## src/rtl/ps2_key_scheduler.sv

```systemverilog
// PS/2 scan-code parser feeding a press-event FIFO and a held-key bitmap.
// Input bytes are registered once, then decoded into make/break effects on the following edge.
module ps2_key_scheduler #(
    parameter int FIFO_DEPTH = 4,
    parameter int TIMEOUT    = 1000000
) (
    input  logic       CLOCK_50,
    input  logic       Reset,
    input  logic [7:0] byte_in,
    input  logic       byte_valid,
    input  logic       evt_pop,
    output logic [2:0] evt_code,
    output logic       evt_valid,
    output logic [7:0] keys_held,
    output logic       overflow,
    output logic [1:0] parse_state
);

    localparam int PW = $clog2(FIFO_DEPTH);
    localparam int CW = PW + 1;
    localparam int TW = $clog2(TIMEOUT + 1);

    typedef enum logic [1:0] {
        IDLE    = 2'd0,
        BRK     = 2'd1,
        EXT     = 2'd2,
        EXT_BRK = 2'd3
    } state_t;

    // Returns {mapped, index}; bare codes that share a value with an extended key stay unmapped.
    function automatic logic [3:0] map_key(input logic ext, input logic [7:0] code);
        logic [3:0] res;
        case ({ext, code})
            9'h175:  res = 4'b1000;
            9'h172:  res = 4'b1001;
            9'h16B:  res = 4'b1010;
            9'h174:  res = 4'b1011;
            9'h029:  res = 4'b1100;
            9'h076:  res = 4'b1101;
            9'h05A:  res = 4'b1110;
            9'h02D:  res = 4'b1111;
            default: res = 4'b0000;
        endcase
        return res;
    endfunction

    state_t          state_r, state_nxt_s;
    logic [7:0]      byte_r;
    logic            byte_valid_r;
    logic [TW-1:0]   tmo_cnt_r;
    logic [7:0]      keys_held_r, keys_nxt_s;
    logic            overflow_r;
    logic [2:0]      evt_code_r, head_nxt_s;
    logic            evt_valid_r;
    logic [2:0]      mem_r [FIFO_DEPTH];
    logic [PW-1:0]   wr_ptr_r, rd_ptr_r, wr_nxt_s, rd_nxt_s;
    logic [CW-1:0]   count_r, count_nxt_s;
    logic            make_s, brk_s, ext_s;
    logic [3:0]      key_s;
    logic [2:0]      idx_s;
    logic            push_req_s, push_do_s, pop_do_s, full_s, drop_s;

    // Parser next state, make/break classification and prefix timeout.
    always_comb begin
        state_nxt_s = state_r;
        make_s      = 1'b0;
        brk_s       = 1'b0;
        ext_s       = 1'b0;
        if (byte_valid_r) begin
            case (state_r)
                IDLE: begin
                    if (byte_r == 8'hF0) begin
                        state_nxt_s = BRK;
                    end else if (byte_r == 8'hE0) begin
                        state_nxt_s = EXT;
                    end else begin
                        make_s = 1'b1;
                    end
                end
                EXT: begin
                    if (byte_r == 8'hF0) begin
                        state_nxt_s = EXT_BRK;
                    end else if (byte_r == 8'hE0) begin
                        state_nxt_s = EXT;
                    end else begin
                        make_s      = 1'b1;
                        ext_s       = 1'b1;
                        state_nxt_s = IDLE;
                    end
                end
                BRK: begin
                    brk_s       = 1'b1;
                    state_nxt_s = IDLE;
                end
                EXT_BRK: begin
                    brk_s       = 1'b1;
                    ext_s       = 1'b1;
                    state_nxt_s = IDLE;
                end
                default: state_nxt_s = IDLE;
            endcase
        end else if (state_r != IDLE && tmo_cnt_r == TW'(TIMEOUT - 1)) begin
            state_nxt_s = IDLE;
        end else begin
            state_nxt_s = state_r;
        end
    end

    // Key bitmap update and press-event request.
    always_comb begin
        key_s      = map_key(ext_s, byte_r);
        idx_s      = key_s[2:0];
        keys_nxt_s = keys_held_r;
        push_req_s = 1'b0;
        if (make_s && key_s[3] && !keys_held_r[idx_s]) begin
            keys_nxt_s[idx_s] = 1'b1;
            push_req_s        = 1'b1;
        end else if (brk_s && key_s[3]) begin
            keys_nxt_s[idx_s] = 1'b0;
        end else begin
            keys_nxt_s = keys_held_r;
        end
    end

    // FIFO bookkeeping; a pop frees the slot so a push at full still lands.
    always_comb begin
        full_s    = (count_r == CW'(FIFO_DEPTH));
        pop_do_s  = evt_pop && (count_r != '0);
        push_do_s = push_req_s && (!full_s || pop_do_s);
        drop_s    = push_req_s && full_s && !pop_do_s;
        wr_nxt_s  = push_do_s ? wr_ptr_r + PW'(1) : wr_ptr_r;
        rd_nxt_s  = pop_do_s ? rd_ptr_r + PW'(1) : rd_ptr_r;
        case ({push_do_s, pop_do_s})
            2'b10:   count_nxt_s = count_r + CW'(1);
            2'b01:   count_nxt_s = count_r - CW'(1);
            default: count_nxt_s = count_r;
        endcase
        if (count_nxt_s == '0) begin
            head_nxt_s = 3'd0;
        end else if (push_do_s && rd_nxt_s == wr_ptr_r) begin
            head_nxt_s = idx_s;
        end else begin
            head_nxt_s = mem_r[rd_nxt_s];
        end
    end

    // All state and registered outputs.
    always_ff @(posedge CLOCK_50 or posedge Reset) begin
        if (Reset) begin
            byte_r       <= 8'd0;
            byte_valid_r <= 1'b0;
            state_r      <= IDLE;
            tmo_cnt_r    <= '0;
            keys_held_r  <= 8'd0;
            overflow_r   <= 1'b0;
            evt_code_r   <= 3'd0;
            evt_valid_r  <= 1'b0;
            wr_ptr_r     <= '0;
            rd_ptr_r     <= '0;
            count_r      <= '0;
            for (int i = 0; i < FIFO_DEPTH; i++) begin
                mem_r[i] <= 3'd0;
            end
        end else begin
            byte_r       <= byte_in;
            byte_valid_r <= byte_valid;
            state_r      <= state_nxt_s;
            if (state_nxt_s == IDLE || byte_valid_r) begin
                tmo_cnt_r <= '0;
            end else begin
                tmo_cnt_r <= tmo_cnt_r + TW'(1);
            end
            keys_held_r <= keys_nxt_s;
            if (drop_s) begin
                overflow_r <= 1'b1;
            end
            if (push_do_s) begin
                mem_r[wr_ptr_r] <= idx_s;
            end
            wr_ptr_r    <= wr_nxt_s;
            rd_ptr_r    <= rd_nxt_s;
            count_r     <= count_nxt_s;
            evt_code_r  <= head_nxt_s;
            evt_valid_r <= (count_nxt_s != '0);
        end
    end

    assign parse_state = state_r;
    assign keys_held   = keys_held_r;
    assign overflow    = overflow_r;
    assign evt_code    = evt_code_r;
    assign evt_valid   = evt_valid_r;

endmodule

```

## config.mk

```make
export PLATFORM = sky130hd
export DESIGN_NAME = ps2_key_scheduler
export DESIGN_NICKNAME = d
export VERILOG_FILES = /design/src/rtl/ps2_key_scheduler.sv
export SDC_FILE = /design/constraint.sdc
export NUM_CORES = 1
export LEC_CHECK = 0
export BUFFER_PORTS_ARGS = -buffer_cell sky130_fd_sc_hd__buf_2
export CORE_MARGIN = 10
export CORE_UTILIZATION = 40
export CTS_BUF_LIST = sky130_fd_sc_hd__clkbuf_4
export CTS_CLUSTER_SIZE = 16
export DETAILED_ROUTE_END_ITERATION = 6
export PLACE_DENSITY = 0.57
export SLEW_MARGIN = 5
export SYNTH_ARGS = -nofsm -noshare
export SYNTH_HDL_FRONTEND = slang
export SYNTH_SLANG_ARGS = --single-unit
```

## constraint.sdc

```tcl
create_clock -name CLOCK_50 -period 4.5 [get_ports CLOCK_50]
set_input_delay 0.225 -clock CLOCK_50 [delete_from_list [all_inputs] [get_ports CLOCK_50]]
set_output_delay 0.225 -clock CLOCK_50 [all_outputs]
set_load 0.01 [all_outputs]
```

## Yosys cells after proc, flatten, opt, wreduce, memory -nomap -nowiden

Cells that the tools add are included.

| word-level totals | value |
|---|---|
| register bits | 63 |
| output and inout port bits | 15 |
| word-level logic and storage cells | 107 |
| input bits | 12 |

| cells by class | value |
|---|---|
| eq/ne operators | 18 |
| add/subtract/negate cells | 5 |
| magnitude comparators | 5 |
| multiplexer cells | 34 |
| reductions and logical operators | 25 |
| bitwise operators | 5 |

Operator list:

| cell | number |
|---|---|
| 9-bit equality test (second input constant) | 4 |
| 4-bit one-hot mux with 8 select lines | 1 |
| 20-bit by 1-bit adder with 20-bit output (second input constant) | 1 |
| 20-bit equality test (second input constant) | 1 |
| 20-bit two-way mux | 1 |
| 9-bit by 6-bit equality test with 1-bit output (second input constant) | 2 |
| 9-bit by 7-bit equality test with 1-bit output (second input constant) | 2 |
| 8-bit equality test (second input constant) | 2 |
| 8-bit two-way mux | 2 |
| 3-bit two-way mux | 5 |
| 2-bit two-way mux | 7 |
| 12-bit bitwise mux | 1 |
| 1-bit logical AND | 11 |
| 1-bit two-way mux | 10 |
| 8-bit AND | 1 |
| 8-bit NOT | 1 |
| 8-bit bitwise OR | 1 |
| 3-bit binary-select mux with 2-bit select | 1 |
| 3-bit demux with 2-bit select | 1 |
| 2-bit equality test (second input constant) | 3 |
| 3-bit greater-or-equal comparator (second input constant) | 2 |
| 2-bit NOT with 3-bit output | 2 |
| 2-bit one-hot mux with 3 select lines | 1 |
| 3-bit one-hot mux with 2 select lines | 1 |
| 19 further kinds | 28 |

## Longest topological paths before layout

| logic depth | value |
|---|---|
| word-level depth | 17 |
| gate-level depth with buffers | 18 |

## Least setup slack after synthesis

Ideal clock, no wire load.

| path | value |
|---|---|
| path kind | register -> register |
| start point | register byte_r[7] |
| end point | register evt_code_r[0] (netlist: evt_code[0]) |
| cell stages (with the launch flop) | 18 |
| arrival time | 3.474 ns |
| clock period less this slack | 3.607 ns |
| setup slack | 0.893 ns |
| buffers on the path | 1 |
| required time | 4.367 ns |
| cell sequence | dfrtp_1 > and4bb_1 > nand2_1 > o41a_1 > or2_2 > o2111ai_4 > nor3_2 > inv_1 > ha_1 > inv_1 > fa_1 > xor2_1 > nor2_1 > xor2_1 > or3_1 > clkbuf_1 > nand2_1 > mux2i_1 |

| between the ends | value |
|---|---|
| longest elaborated chain between the ends | 17 |
| elaborated cells on any way between the ends | 31 |

Ends and longest elaborated chain:

| what | RTL line | RTL |
|---|---|---|
| start, declared | 48 | `logic [7:0] byte_r;` |
| start signal, assigned | 165 | `byte_r <= byte_in;` |
| 8-bit equality test | 74, 83 |  |
| 1-bit two-way mux | 74, 83 |  |
| 1-bit two-way mux | 81 | `if (byte_r == 8'hF0) begin` |
| 1-bit one-hot mux with 2 select lines | 70 | `case (state_r)` |
| 1-bit two-way mux | 69 | `if (byte_valid_r) begin` |
| 9-bit by 6-bit equality test with 1-bit output (tied with other cells) | 33 | `case ({ext, code})` |
| 4-bit one-hot mux with 8 select lines | 33 |  |
| 1-bit binary-select mux with 3-bit select | 115 | `if (make_s && key_s[3] && !keys_held_r[idx_s]) begin` |
| (+3 left out) | -- |  |
| 1-bit two-way mux * | 115 |  |
| 1-bit logical AND * | 129 | `push_do_s = push_req_s && (!full_s \|\| pop_do_s);` |
| 2-bit by 1-bit equality test with 1-bit output / 2-bit equality test (equally long branches) | 133 | `case ({push_do_s, pop_do_s})` |
| 3-bit one-hot mux with 2 select lines * | 133 |  |
| net count_nxt_s[2] | 57 | `logic [CW-1:0] count_r, count_nxt_s;` |
| 3-bit logical NOT * | 138 | `if (count_nxt_s == '0) begin` |
| 3-bit two-way mux * | 138 |  |
| net head_nxt_s[0] | 53 | `logic [2:0] evt_code_r, head_nxt_s;` |
| end signal, assigned | 183 | `evt_code_r <= head_nxt_s;` |
| end, declared | 53 |  |

Mark *: on every way through the listed nets, which the timed path passes. The rest lies on a longest branch. The select of a mux whose other input is x is not followed.
A chain may end at the register's enable or synchronous reset.

## Final worst setup path

| path | value |
|---|---|
| start point | register byte_r[1] |
| end point | register evt_code_r[0] (netlist: evt_code[0]) |

Same word-level chain as after synthesis.

==> flow_summary.json <==
{
  "syn-cell-area_um2": 3260,
  "period_share_pct": 87.0,
  "ios": 27,
  "antenna_found_initial": 0,
  "critical_path_arrival_ns": 4.21,
  "cts-root-buf": "clkbuf_4",
  "drive_gt1_share_pct": 22.5,
  "wl_um": 6610,
  "dr.pass1.iters": 4,
  "dieWidth_um": 110,
  "crit_fanout": 13,
  "clk_pin_slew_ns": 0.11,
  "postCtsSetupBuffers": 0,
  "place_hpwl_um": 4690,
  "dieArea_um2": 12200,
  "io_buffers": 26,
  "required_ns": 4.79,
  "synthFlopType": "dfrtp_1",
  "drt_iter0_markers": 62,
  "setup_viol": 0,
  "start_util_pct": 41.6,
  "fmax_ghz": 0.255,
  "place_congestion": 0.849,
  "cp-end-kind": "flip-flop",
  "place_inst": 424,
  "fp.dieH_um": 110,
  "fin_nets": 361,
  "cts.sinks": 63,
  "cts_tree": "done",
  "fin_cells": 449,
  "status": "completed",
  "p_leak_nw": 1.62,
  "start_kind": "flip-flop",
  "coreArea_um2": 7850,
  "tns_ns": 0,
  "grt-ovfl-total": 0,
  "fin_crit_ns": 3.92,
  "seq_power_share_pct": 49.7,
  "worst_slew_pin_slew_ns": 0.781,
  "reg2reg_depth": 16,
  "row_count": 32,
  "clk_latency_ns": 0.41,
  "cts_made_buffers": 9,
  "synth_cell_type_count": 54,
  "comb_power_share_pct": 20.3,
  "path_class": "flip-flop to flip-flop",
  "nFillCells": 774,
  "synth_cells": 300,
  "rsz0062_at_grt": "no",
  "synth_edf_count": 0,
  "peakVddDrop_v": 0.000178,
  "switchingPower_uw": 397,
  "synth-seq-cells": 63,
  "ant_nets": 0,
  "hold_ws_ns": 0.0245,
  "synth-seq-area-share_pct": 48.3,
  "synth_fp_nets": 319,
  "power_density_nw_per_um2": 348,
  "wl_per_cell_um": 14.7,
  "diodes": 0,
  "drv_slew": 0,
  "sw_frac_of_total_pct": 30.5,
  "track_usage_pct": 11.8,
  "async_flop_share_pct": 100,
  "htree_levels": 3,
  "area_delta_synth_final_pct": 14.5,
  "slew_headroom_pct": 48.0,
  "maxCapViolCount": 0,
  "hold_viol": 0,
  "intPower_uw": 905,
  "first_global_vias": 2320,
  "grt_max_degree": 64,
  "num_vias": 2242,
  "clock_power_share_pct": 30.0,
  "finClkSkew_ns": 0.0129,
  "avgSynthCellArea_um2": 10.9,
  "synth_warnings": 0,
  "grt_pass1_wl_um": 11300,
  "via_per_inst": 4.99,
  "cts.path.max_buffers": 2,
  "drc": 0,
  "hold_class": "input pin to asynchronous set/reset pin"
}
## stage by stage
step | cell area, um^2 | utilization (%) | setup slack, ns | total power [mW]
2_1_floorplan | 3260 | - | 0.893 | 0.858
3_3_place_gp | 3510 | 44.7 | 0.715 | 0.915
3_5_place_dp | 3510 | 44.7 | 0.582 | 0.920
4_1_cts | 3740 | 47.6 | 0.549 | 1.32
5_1_grt | 3740 | 47.6 | 0.262 | 1.38
6_report | 3740 | 47.6 | 0.583 | 1.30
## worst paths after layout
path,from,to,slack [ns]
setup / recovery,byte_r[1]$_DFF_PP0_,evt_code[0]$_DFF_PP0_,0.58
hold / removal,Reset,tmo_cnt_r[12]$_DFF_PP0_,0.02
setup reg to reg,byte_r[1]$_DFF_PP0_,evt_code[0]$_DFF_PP0_,0.58
hold reg to reg,overflow$_DFFE_PP0P_,overflow$_DFFE_PP0P_,0.49
max in group asynchronous,Reset,asynchronous set/reset pin,3.96
min in group CLOCK_50,evt_pop,overflow$_DFFE_PP0P_,0.20
## area by class of cell
cell class,instances,area (um^2),area share [%]
Inverter,14,52.6,1.41
Tap cell,102,128,3.41
Sequential cell,63,1580,42.2
Clock inverter,4,46.3,1.24
Timing Repair Buffer,37,235,6.29
Clock buffer,12,90.1,2.41
Multi-Input combinational cell,217,1610,43.1
## cells in the final DEF, fill, tap and decap left out, drive strengths merged, types with 2 or more instances in the layout
cell         netlist  routed
nand2b             5       5
inv               14      14
nor2              29      29
and4b              2       2
nor3               9       9
and4bb             2       2
o21ai             18      18
o31ai              6       6
nand3             16      16
nor4b              4       4
clkbuf             3      12
and3               4       4
buf                3      28
a21o               2       2
o21bai             2       2
nor3b              3       3
nor2b              2       2
mux2              13      13
dfrtp             63      63
a21oi              3       3
or2                2       2
nand2             29      29
nand3b             3       3
xor2              17      17
ha                 6       6
dlygate4sd3        0       9
mux4               3       3
a31o               2       2
clkinv             0       2
xnor2             10      10
or3                2       2
mux2i              6       6
## synthesized netlist by cell type, drive strengths merged, types with 2 or more instances
library cell	instances	area [um^2]
dfrtp	63	1580
nand2	29	109
nor2	29	109
o21ai	18	93.8
xor2	17	149
nand3	16	80.1
inv	14	52.6
mux2	13	146
xnor2	10	87.6
nor3	9	65.1
ha	6	75.1
mux2i	6	60.1
o31ai	6	55.1
nand2b	5	31.3
and3	4	25.0
nor4b	4	65.1
a21oi	3	15.0
buf	3	15.0
clkbuf	3	11.3
mux4	3	67.6
nand3b	3	22.5
nor3b	3	22.5
a21o	2	15.0
a31o	2	17.5
and4b	2	20.0
and4bb	2	25.0
nor2b	2	12.5
o21bai	2	15.0
or2	2	12.5
or3	2	12.5
## worst max-delay path, stage by stage (launching register included)
cell and delay [ns]:
dfrtp_1 0.57, and4bb_2 0.31, a31o_2 0.28, nor3_1 0.32, a31o_2 0.20, a21boi_4 0.34
nor3_2 0.12, inv_1 0.07, ha_1 0.17, inv_1 0.06, fa_1 0.37, xor2_1 0.15
nor2_1 0.11, xor2_1 0.09, or3_1 0.43, nand2_1 0.12, mux2i_1 0.09
## cells by family after synthesis
logic type                 synth area share, %
and+or+nand+nor                           20.0
muxes                                     8.39
adders and majority gates                 2.91
buffers and inverters                     2.41
DFF                                       48.3
xor gates and xnor gates                  7.24
AOI/OAI and AO/OA                         10.7
## repair_timing
action / 4_1_cts / 5_1_grt
hold buffers: 9 / 0
endpoints found under the hold margin: 9 / 0
setup endpoints to repair: 0 / 0
gates resized for setup: 0 / 0
## routing by layer
metal,share of wire [%],track usage (%),wire length (um)
met1,49,15.0,3240
met2,45,18.2,2960
met3,4.8,4.00,315
met4,1.5,4.31,98
met5,0,0,0
## power by group through the flow
stage / logic (mW) / registers, mW / clock network (mW)
floorplan: 0.209 / 0.649 / 0
global placement: 0.258 / 0.657 / 0
detailed placement: 0.264 / 0.656 / 0
CTS: 0.272 / 0.646 / 0.404
global route: 0.297 / 0.655 / 0.432
finish: 0.264 / 0.647 / 0.391
Note: power is estimated with default switching activity, not from simulation.
